### config.mk
export PLATFORM = sky130hd
export DESIGN_NAME = md_issue_ctrl
export DESIGN_NICKNAME = d
export VERILOG_FILES = /design/src/rtl/md_pkg.sv /design/src/rtl/md_issue_ctrl.sv
export SDC_FILE = /design/constraint.sdc
export NUM_CORES = 1
export LEC_CHECK = 0
export ABC_AREA = 1
export BUFFER_PORTS_ARGS = -buffer_cell sky130_fd_sc_hd__buf_2
export CAP_MARGIN = 25
export CORE_ASPECT_RATIO = 0.7
export CORE_MARGIN = 10
export CORE_UTILIZATION = 30
export DETAILED_ROUTE_END_ITERATION = 10
export PLACE_DENSITY = 0.48
export SLEW_MARGIN = 40
export SYNTH_ARGS = -nofsm -noshare
export SYNTH_HDL_FRONTEND = slang
export SYNTH_SLANG_ARGS = --single-unit
### constraint.sdc
create_clock -name clk -period 2.23 [get_ports clk]
set_clock_uncertainty 0.15 [all_clocks]
set_input_delay 0.669 -clock clk [delete_from_list [all_inputs] [get_ports clk]]
set_output_delay 0.669 -clock clk [all_outputs]
set_load 0.02 [all_outputs]
### src/rtl/md_pkg.sv
// Shared definitions for the HI/LO multiply/divide issue controller:
// opcode encodings, FSM state type and the default watchdog limit.
package md_pkg;

  localparam logic [2:0] OP_NE    = 3'b000;
  localparam logic [2:0] OP_MTHI  = 3'b001;
  localparam logic [2:0] OP_MTLO  = 3'b010;
  localparam logic [2:0] OP_MULTU = 3'b011;
  localparam logic [2:0] OP_MULT  = 3'b100;
  localparam logic [2:0] OP_DIVU  = 3'b101;
  localparam logic [2:0] OP_DIV   = 3'b110;

  localparam int TIMEOUT_DEF = 15;

  typedef enum logic [1:0] {
    ST_IDLE   = 2'd0,
    ST_LAUNCH = 2'd1,
    ST_WAIT   = 2'd2
  } md_state_e;

  // Operations that occupy the unit and therefore need a Start pulse.
  function automatic logic is_unit_op(input logic [2:0] op);
    return (op >= OP_MULTU) && (op <= OP_DIV);
  endfunction

  // Any opcode that touches HI/LO (111 is an unused encoding, treated as NE).
  function automatic logic is_hilo_op(input logic [2:0] op);
    return (op != OP_NE) && (op != 3'b111);
  endfunction

endpackage

### src/rtl/md_issue_ctrl.sv
// Issue/stall control between the E stage and the multiply/divide unit,
// with a Busy watchdog that abandons an operation after TIMEOUT cycles.
module md_issue_ctrl
  import md_pkg::*;
#(
  parameter int TIMEOUT = TIMEOUT_DEF
) (
  input  logic       clk,
  input  logic       reset,
  input  logic [2:0] md_op_E,
  input  logic       hilo_rd_E,
  input  logic       ExcReq_E,
  input  logic       EI_HILO_ctr,
  input  logic       Busy,
  output logic       Start,
  output logic [2:0] Mul_Div_ctr,
  output logic       Stall,
  output logic       md_timeout
);

  localparam logic [4:0] TO_CNT = 5'(TIMEOUT);

  md_state_e  state_q, state_d;
  logic [4:0] cnt_q, cnt_d;
  logic       md_timeout_q, md_timeout_d;
  logic       mask_q, mask_d;

  logic busy_eff, to_hit, blocked, dep, kill, issue_ok, start_c;

  // After a timeout the stale Busy of the abandoned op is ignored until it drops.
  assign busy_eff = Busy & ~mask_q;
  assign to_hit   = (state_q == ST_WAIT) & busy_eff & (cnt_q == TO_CNT);
  assign blocked  = (state_q == ST_LAUNCH) | ((state_q == ST_WAIT) & busy_eff & ~to_hit);
  assign dep      = is_hilo_op(md_op_E) | hilo_rd_E;
  assign kill     = ExcReq_E | EI_HILO_ctr;
  assign issue_ok = ~reset & ~blocked & ~kill;
  assign start_c  = issue_ok & ~to_hit & is_unit_op(md_op_E);

  always_ff @(posedge clk) begin
    if (reset) begin
      state_q      <= ST_IDLE;
      cnt_q        <= 5'd0;
      md_timeout_q <= 1'b0;
      mask_q       <= 1'b0;
    end else begin
      state_q      <= state_d;
      cnt_q        <= cnt_d;
      md_timeout_q <= md_timeout_d;
      mask_q       <= mask_d;
    end
  end

  always_comb begin
    state_d      = state_q;
    cnt_d        = cnt_q;
    md_timeout_d = md_timeout_q | to_hit;
    mask_d       = mask_q;
    unique case (state_q)
      ST_IDLE:   state_d = start_c ? ST_LAUNCH : ST_IDLE;
      ST_LAUNCH: state_d = ST_WAIT;
      ST_WAIT: begin
        if (to_hit)        state_d = ST_IDLE;
        else if (busy_eff) state_d = ST_WAIT;
        else               state_d = start_c ? ST_LAUNCH : ST_IDLE;
      end
      default:   state_d = ST_IDLE;
    endcase
    if (start_c)
      cnt_d = 5'd0;
    else if (((state_q == ST_LAUNCH) || (state_q == ST_WAIT)) && (cnt_q != 5'd31))
      cnt_d = cnt_q + 5'd1;
    if (to_hit)
      mask_d = 1'b1;
    else if ((state_q == ST_IDLE) && !Busy)
      mask_d = 1'b0;
  end

  always_comb begin
    Start       = start_c;
    Stall       = ~reset & dep & blocked;
    Mul_Div_ctr = (issue_ok && is_hilo_op(md_op_E)) ? md_op_E : OP_NE;
    md_timeout  = md_timeout_q | (~reset & to_hit);
  end

endmodule

======== After elaboration in Yosys (flattened, before gate mapping) ========
Cells that the tools add are included.
operators by class
  add/subtract/negate cells ............... 1
  multipliers ............................. 0
  div/mod/pow operators ................... 0
  magnitude comparators ................... 2
  eq/ne operators ......................... 5
  shift operators ......................... 0
  multiplexer cells ....................... 7
  bitwise logic cells ..................... 21
  reductions and logical operators ........ 11
operators by type and width
  kind                                                               count
  AND 1 bit                                                          11
  case mux 2 bit (3 select lines)                                    1
  adder 5 x 1 -> 5 bit, second input constant                        1
  == test 5 x 4 -> 1 bit, second input constant                      1
  logical AND 1 bit                                                  5
  inequality test 5 bit, second input constant                       1
  inverter 1 bit                                                     5
  OR 1 bit                                                           5
  2-to-1 mux 2 bit                                                   2
  greater-or-equal comparator 3 x 2 -> 1 bit, second input constant  1
  less-or-equal comparator 3 bit, second input constant              1
  2-to-1 mux 1 bit                                                   3
  2-to-1 mux 3 bit                                                   1
  inequality test 3 bit, second input constant                       1
  nonzero test 3 bit                                                 1
  == test 2 x 1 -> 1 bit, second input constant                      1
  == test 2 bit, second input constant                               1
  zero test 2 bit                                                    1
  nonzero test 2 bit                                                 1
  OR reduction 2 bit                                                 1
  zero test 1 bit                                                    1
  logical OR 1 bit                                                   1
word-level totals
  register bits ........................... 9
  bits in latches ......................... 0
  bits in writable memories ............... 0
  memory bits (read-only) ................. 0
  input port bits ......................... 9
  memories ................................ 0

======== Depth between registers and ports, before layout ========
Gate-level depths: netlist of the first run.
  depth in word-level cells ............... 16
  depth in mapped cells ................... 10

======== Least setup slack after synthesis of the first run ========
No wires, ideal clock.
  kind .................................... register to output
  start ................................... reg cnt_q[0]
  end ..................................... out Mul_Div_ctr[0]
  arrival time ............................ 1.702 ns
  setup slack ............................. -0.291 ns
  cell stages (with the launch flop) ...... 9
  cells stage by stage .................... dfxtp_1 -> ha_1 -> nand2_1 -> nor2_1 -> ha_1 -> inv_1 -> nand4_1 -> nand3_2 -> nor3b_1
between the ends
  word-level cells in the longest chain between the ends .. 10
ends and longest elaborated chain
  what                      line                 text
  start: declaration        md_issue_ctrl.sv:24  logic [4:0] cnt_q, cnt_d;
  start signal: assignment  md_issue_ctrl.sv:47  cnt_q <= cnt_d;
  == test 5 x 4 -> 1 bit    md_issue_ctrl.sv:32  assign to_hit = (state_q == ST_WAIT) & busy_eff & (cnt_q == TO_CNT);
  AND 1 bit                 md_issue_ctrl.sv:32
  inverter 1 bit            md_issue_ctrl.sv:33  assign blocked = (state_q == ST_LAUNCH) | ((state_q == ST_WAIT) & busy_eff & ~to_hit);
  AND 1 bit                 md_issue_ctrl.sv:33
  OR 1 bit                  md_issue_ctrl.sv:33
  inverter 1 bit            md_issue_ctrl.sv:36  assign issue_ok = ~reset & ~blocked & ~kill;
  AND 1 bit (2 in a row)    md_issue_ctrl.sv:36
  logical AND 1 bit         md_issue_ctrl.sv:81  Mul_Div_ctr = (issue_ok && is_hilo_op(md_op_E)) ? md_op_E : OP_NE;
  2-to-1 mux 3 bit          md_issue_ctrl.sv:81
  end: declaration          md_issue_ctrl.sv:16  output logic [2:0] Mul_Div_ctr,
Every way passes these cells.

======== Worst setup path after layout of the first run ========
Same ends and word-level chain as after synthesis.

==> flow_metrics.tcl, run 1 <==
set metrics [dict create \
    ir_drop_mv 0.281 \
    rows 13 \
    finalHoldViolations 0 \
    grt_pass1_vias 525 \
    clock_path_buffers 2 \
    wl_mm 1.41 \
    grt_pass1_wl_mm 2.40 \
    clock_sinks 9 \
    dp_hpwl_mm 1.19 \
    coreArea_mm2 0.00185 \
    io_pins 15 \
    antennaDiodeCount 0 \
    synth_most_common_cell "inv_1" \
    setup_ws_ps -327 \
    violations "setup timing" \
    drive_above_1_share 0.421 \
    grt.met3_usage 0.0484 \
    min_period_ps 2560 \
    finalCritPeriodShare 1.15 \
    drv_slew 0 \
    ys.flop_type "dfxtp_1" \
    synth_area_leaders "dfxtp_1, ha_1, inv_1" \
    nFillCells 194 \
    timing.fmax_mhz 391 \
    use_met1 0.0937 \
    hold_buffers 0 \
    root_buffer "clkbuf_4" \
    path_max_fanout 5 \
    start_util 0.316 \
    ys_warn_count 0 \
    async_reset_ff_frac 0 \
    clock_latency_ps 260 \
    drtIter0Drc 11 \
    yosysUniqueCellTypes 17 \
    busiest_layer "met2" \
    path_class "flip-flop to output port" \
    synth_cells 81 \
    num-nets-final 131 \
    use_met2 0.0963 \
    power_density_mw_per_mm2 385 \
    critPathRequiredTime_ps 1410 \
    drt-wirelength-per-cell_um 10.3 \
    placed_area_um2 840 \
    rsz0062_at_grt "true" \
    tightest_slew_ps 215 \
    dr.pass1.iters 4 \
    syn_to_final_growth_pct 56.5 \
    final_core_utilization 0.495 \
    synth_seq_area_share 0.307 \
    die_w_um 72.9 \
    netlist_area_um2 587 \
    cts_buffers 3 \
    syn_nets 97 \
    clk_pin_slew_ps 60 \
    synth-seq-cells 9 \
    synth_top_area_frac 0.307 \
    hold_class "flip-flop to flip-flop" \
    globalRoute.totalOverflow 0 \
    grt_max_degree 7 \
    num_vias 558 \
    yosysTopAreaCell "dfxtp_1" \
    die-height_um 57.0 \
    maxCapViolCount 0 \
    crit_arrival_ps 1740 \
    status "finished, violations left" \
    syn_area_per_cell_um2 7.24 \
    setup_viol 6 \
    leakage_uw 0.000405 \
    htree_num_levels 1 \
    die_area_mm2 0.00415 \
    startpoint_type "flip-flop" \
    place.gp.congestion 0.768 \
    ant_nets 0 \
    port_buffers 14 \
    finish.instance_area_um2 918 \
    synth_common_cells "inv_1, nand2_1, nor2_1" \
    tritoncts "yes" \
    synth_edf_count 0 \
    via_per_inst 4.10 \
    end_kind "output port" \
    dp_slack_ps -146 \
    antenna_found_initial 0 \
    relSlewSlack 0.855 \
    grt.total_usage 0.0747 \
    drcViolationCount 0 \
]
cell families (layout without fill, tap and decap cells):
family | Yosys count | after routing | synth area share
simple gates | 32 | 32 | 0.256
compound gates | 13 | 13 | 0.134
flops | 9 | 9 | 0.307
buf+inv | 17 | 50 | 0.109
xor+xnor | 3 | 3 | 0.0448
fa+ha+maj | 7 | 7 | 0.149
flip-flops by register name (all words and copies together), names as in the netlist:
signal / count
cnt_q: 5
state_q: 2
mask_q: 1
md_timeout_q: 1
critical path, cell delays in order, from the launching register on:
cell and delay [ps]:
dfxtp_2 350, ha_4 130, nand2_2 50, nor2_2 100, ha_2 200, inv_2 30
nand4_1 120, nand3_4 150, nor3b_4 210, buf_6 140
cells in the final DEF, fill, tap and decap left out, types with 3 or more instances in the layout:
master / n
a21oi_1: 4
buf_2: 8
buf_4: 16
buf_6: 5
clkbuf_4: 3
dfxtp_1: 7
ha_1: 5
inv_1: 16
nand2_1: 12
nor2_1: 7
nor2_2: 4
o21ai_0: 6
final timing paths:
kind	from	to	slack, ps	depth (start not counted)
setup / recovery	cnt_q[0]	Mul_Div_ctr[0]	-330	9
hold / removal	md_timeout_q	md_timeout_q	300	2
setup reg to reg	cnt_q[0]	cnt_q[2]	330	11
hold reg to reg	md_timeout_q	md_timeout_q	300	2
power by group:
group	total (µW)	switching, µW	internal [µW]
clock	127	58.0	69.0
combinational	63.1	31.7	31.4
sequential	163	1.22	162
total	354	90.9	263
routing by layer:
| layer | wire length, µm | vias to the layer above |
|---|---|---|
| met5 | 0 | - |
| met4 | 16 | 0 |
| met3 | 96 | 5 |
| met2 | 551 | 8 |
| met1 | 742 | 224 |
| li1 | - | 321 |
stage by stage:
stage	TNS [ps]	hold WS (ps)	total power [µW]	cells
after floorplan	-129	276	197	81
after global placement	-350	292	225	130
after detailed placement	-391	297	226	130
after CTS	-1680	306	360	135
after global routing	-2300	345	379	136
final	-1510	301	354	136
area by class of cell:
class | count | area [µm²] | area share
timing repair buffer | 29 | 216 | 0.236
inverter | 17 | 63.8 | 0.0695
tap | 22 | 27.5 | 0.0300
multi-input combinational | 55 | 402 | 0.437
clock buffer | 4 | 26.3 | 0.0286
sequential | 9 | 183 | 0.199
timing repair:
action | CTS | global route
gates cloned | 0 | 0
endpoints found under the setup margin | 6 | 6
resized for setup | 11 | 2
pin swaps | 7 | 3
buffers inserted | 1 | 1
hold endpoints to repair | 0 | 0
Power figures use the tool's default switching activity.
==> run 2, diff against run 1 <==
CTS_BUF_LIST = sky130_fd_sc_hd__clkbuf_8 sky130_fd_sc_hd__clkbuf_16   (was default)
==> run 2 against run 1 <==
Effect of this change: the flow still finishes with violations (setup timing); core utilization rose by 1.0 points; first-iteration DRC count increased by 73%; sequential power barely moved; final area is 2.0% higher; via count is 0.90% lower; register-to-register slack about the same; worst setup slack improved by 37 ps; critical path depth is the same; sequential share of layout area shrank 0.40 points; die area stayed put; cell count stayed put; critical path type unchanged.
==> flow_metrics.tcl, run 2 (same netlist as run 1, synthesis figures left out) <==
set metrics [dict create \
    status "finished, violations left" \
    violations "setup timing" \
    place.gp.congestion 0.768 \
    largest_register "cnt_q" \
    num-nets-final 131 \
    die-height_um 57.0 \
    clock_path_buffers 2 \
    port_buffers 14 \
    grt_max_degree 7 \
    coreArea_mm2 0.00185 \
    maxCapViolCount 0 \
    grt_pass1_vias 526 \
    via_per_inst 4.07 \
    die_w_um 72.9 \
    rows 13 \
    finalCritPeriodShare 1.13 \
    path_class "flip-flop to output port" \
    globalRoute.totalOverflow 0 \
    reg_top3 "cnt_q (5), state_q (2)" \
    nFillCells 189 \
    relSlewSlack 0.855 \
    leakage_uw 0.000417 \
    antenna_found_initial 0 \
    crit_arrival_ps 1700 \
    num_vias 553 \
    grt.total_usage 0.0736 \
    start_util 0.316 \
    timing.fmax_mhz 397 \
    final_cell_mix "inv_1, buf_4, nand2_1" \
    end_kind "output port" \
    io_pins 15 \
    hold_slack_ps 298 \
    critPathRequiredTime_ps 1410 \
    wl_mm 1.41 \
    seqCellArea_um2 183 \
    clock_sinks 9 \
    tightest_slew_ps 215 \
    drt-wirelength-per-cell_um 10.4 \
    layout_commonest_cell "inv_1" \
    multi_input_area_um2 402 \
    grt_pass1_wl_mm 2.39 \
    drv_slew 0 \
    ant_nets 0 \
    ir_drop_mv 0.372 \
    finalHoldViolations 0 \
    tritoncts "yes" \
    dr.pass1.iters 3 \
    setup_viol 6 \
    cts_buffers 3 \
    dp_hpwl_mm 1.19 \
    largest_reg_flops 5 \
    clk_pin_slew_ps 40 \
    power_uw 410 \
    hold_class "flip-flop to flip-flop" \
    syn_to_final_growth_pct 59.7 \
    power_density_mw_per_mm2 438 \
    rsz0062_at_grt "true" \
    htree_num_levels 1 \
    startpoint_type "flip-flop" \
    die_area_mm2 0.00415 \
    antennaDiodeCount 0 \
    root_buffer "clkbuf_8" \
    path_max_fanout 5 \
    drcViolationCount 0 \
    drive_above_1_share 0.421 \
    drtIter0Drc 19 \
    setup_ws_ps -290 \
    clock_latency_ps 230 \
    min_period_ps 2520 \
]
run 2: changes by cell type in the layout (fill, tap and decap cells not counted):
cell	delta
clkbuf_8	+3
clkbuf_1	-1
inv_1	+1
clkbuf_4	-3
run 2: stage by stage:
step / setup TNS, ps / util / cells / area, µm² / worst slack [ps]
final: -1280 / 0.505 / 136 / 937 / -290
after global routing: -2000 / 0.505 / 136 / 937 / -402
after CTS: -1440 / 0.499 / 135 / 926 / -299
after detailed placement: -391 / 0.453 / 130 / 840 / -146
after global placement: -350 / 0.453 / 130 / 840 / -139
after floorplan: -129 / - / 81 / 644 / -73.0
run 2: cell type report:
cell class,instances,share of cell area
flip-flops and latches,9,0.195
repair buffers,29,0.231
clock inverters,1,0.00401
well taps,22,0.0294
clock buffers,3,0.0441
inverters,17,0.0681
multi-input cells,55,0.429
run 2: path summary, 6_finish.rpt:
kind / startpoint / endpoint / slack [ps] / cells after the start
setup / recovery: cnt_q[1] / Mul_Div_ctr[0] / -290 / 9
hold / removal: md_timeout_q / md_timeout_q / 300 / 2
setup reg to reg: cnt_q[1] / cnt_q[2] / 330 / 11
hold reg to reg: md_timeout_q / md_timeout_q / 300 / 2
run 2: critical path, stage by stage, from the launching register on:
cell	delay [ps]
dfxtp_2	340
ha_4	130
nand2_2	50
nor2_2	100
ha_2	200
inv_2	30
nand4_1	120
nand3_4	150
nor3b_4	210
buf_6	140
run 2: layer usage:
metal | global-route usage | share of wire | vias up
met5 | 0 | 0 | -
met1 | 0.0937 | 0.53 | 224
met2 | 0.0963 | 0.40 | 7
met4 | 0.0324 | 0.0057 | 0
met3 | 0.0432 | 0.065 | 2
li1 | - | - | 320
run 2: where the power goes:
group	internal, µW	switching (µW)
Clock	120	63.2
Sequential	163	1.22
Combinational	31.4	31.7
Total	314	96.1
run 2: repair_timing:
action,4_1_cts,5_1_grt
setup endpoints to repair,6,6
pin swaps,7,3
hold buffers,0,0
gates resized for setup,11,2
setup buffers,1,1
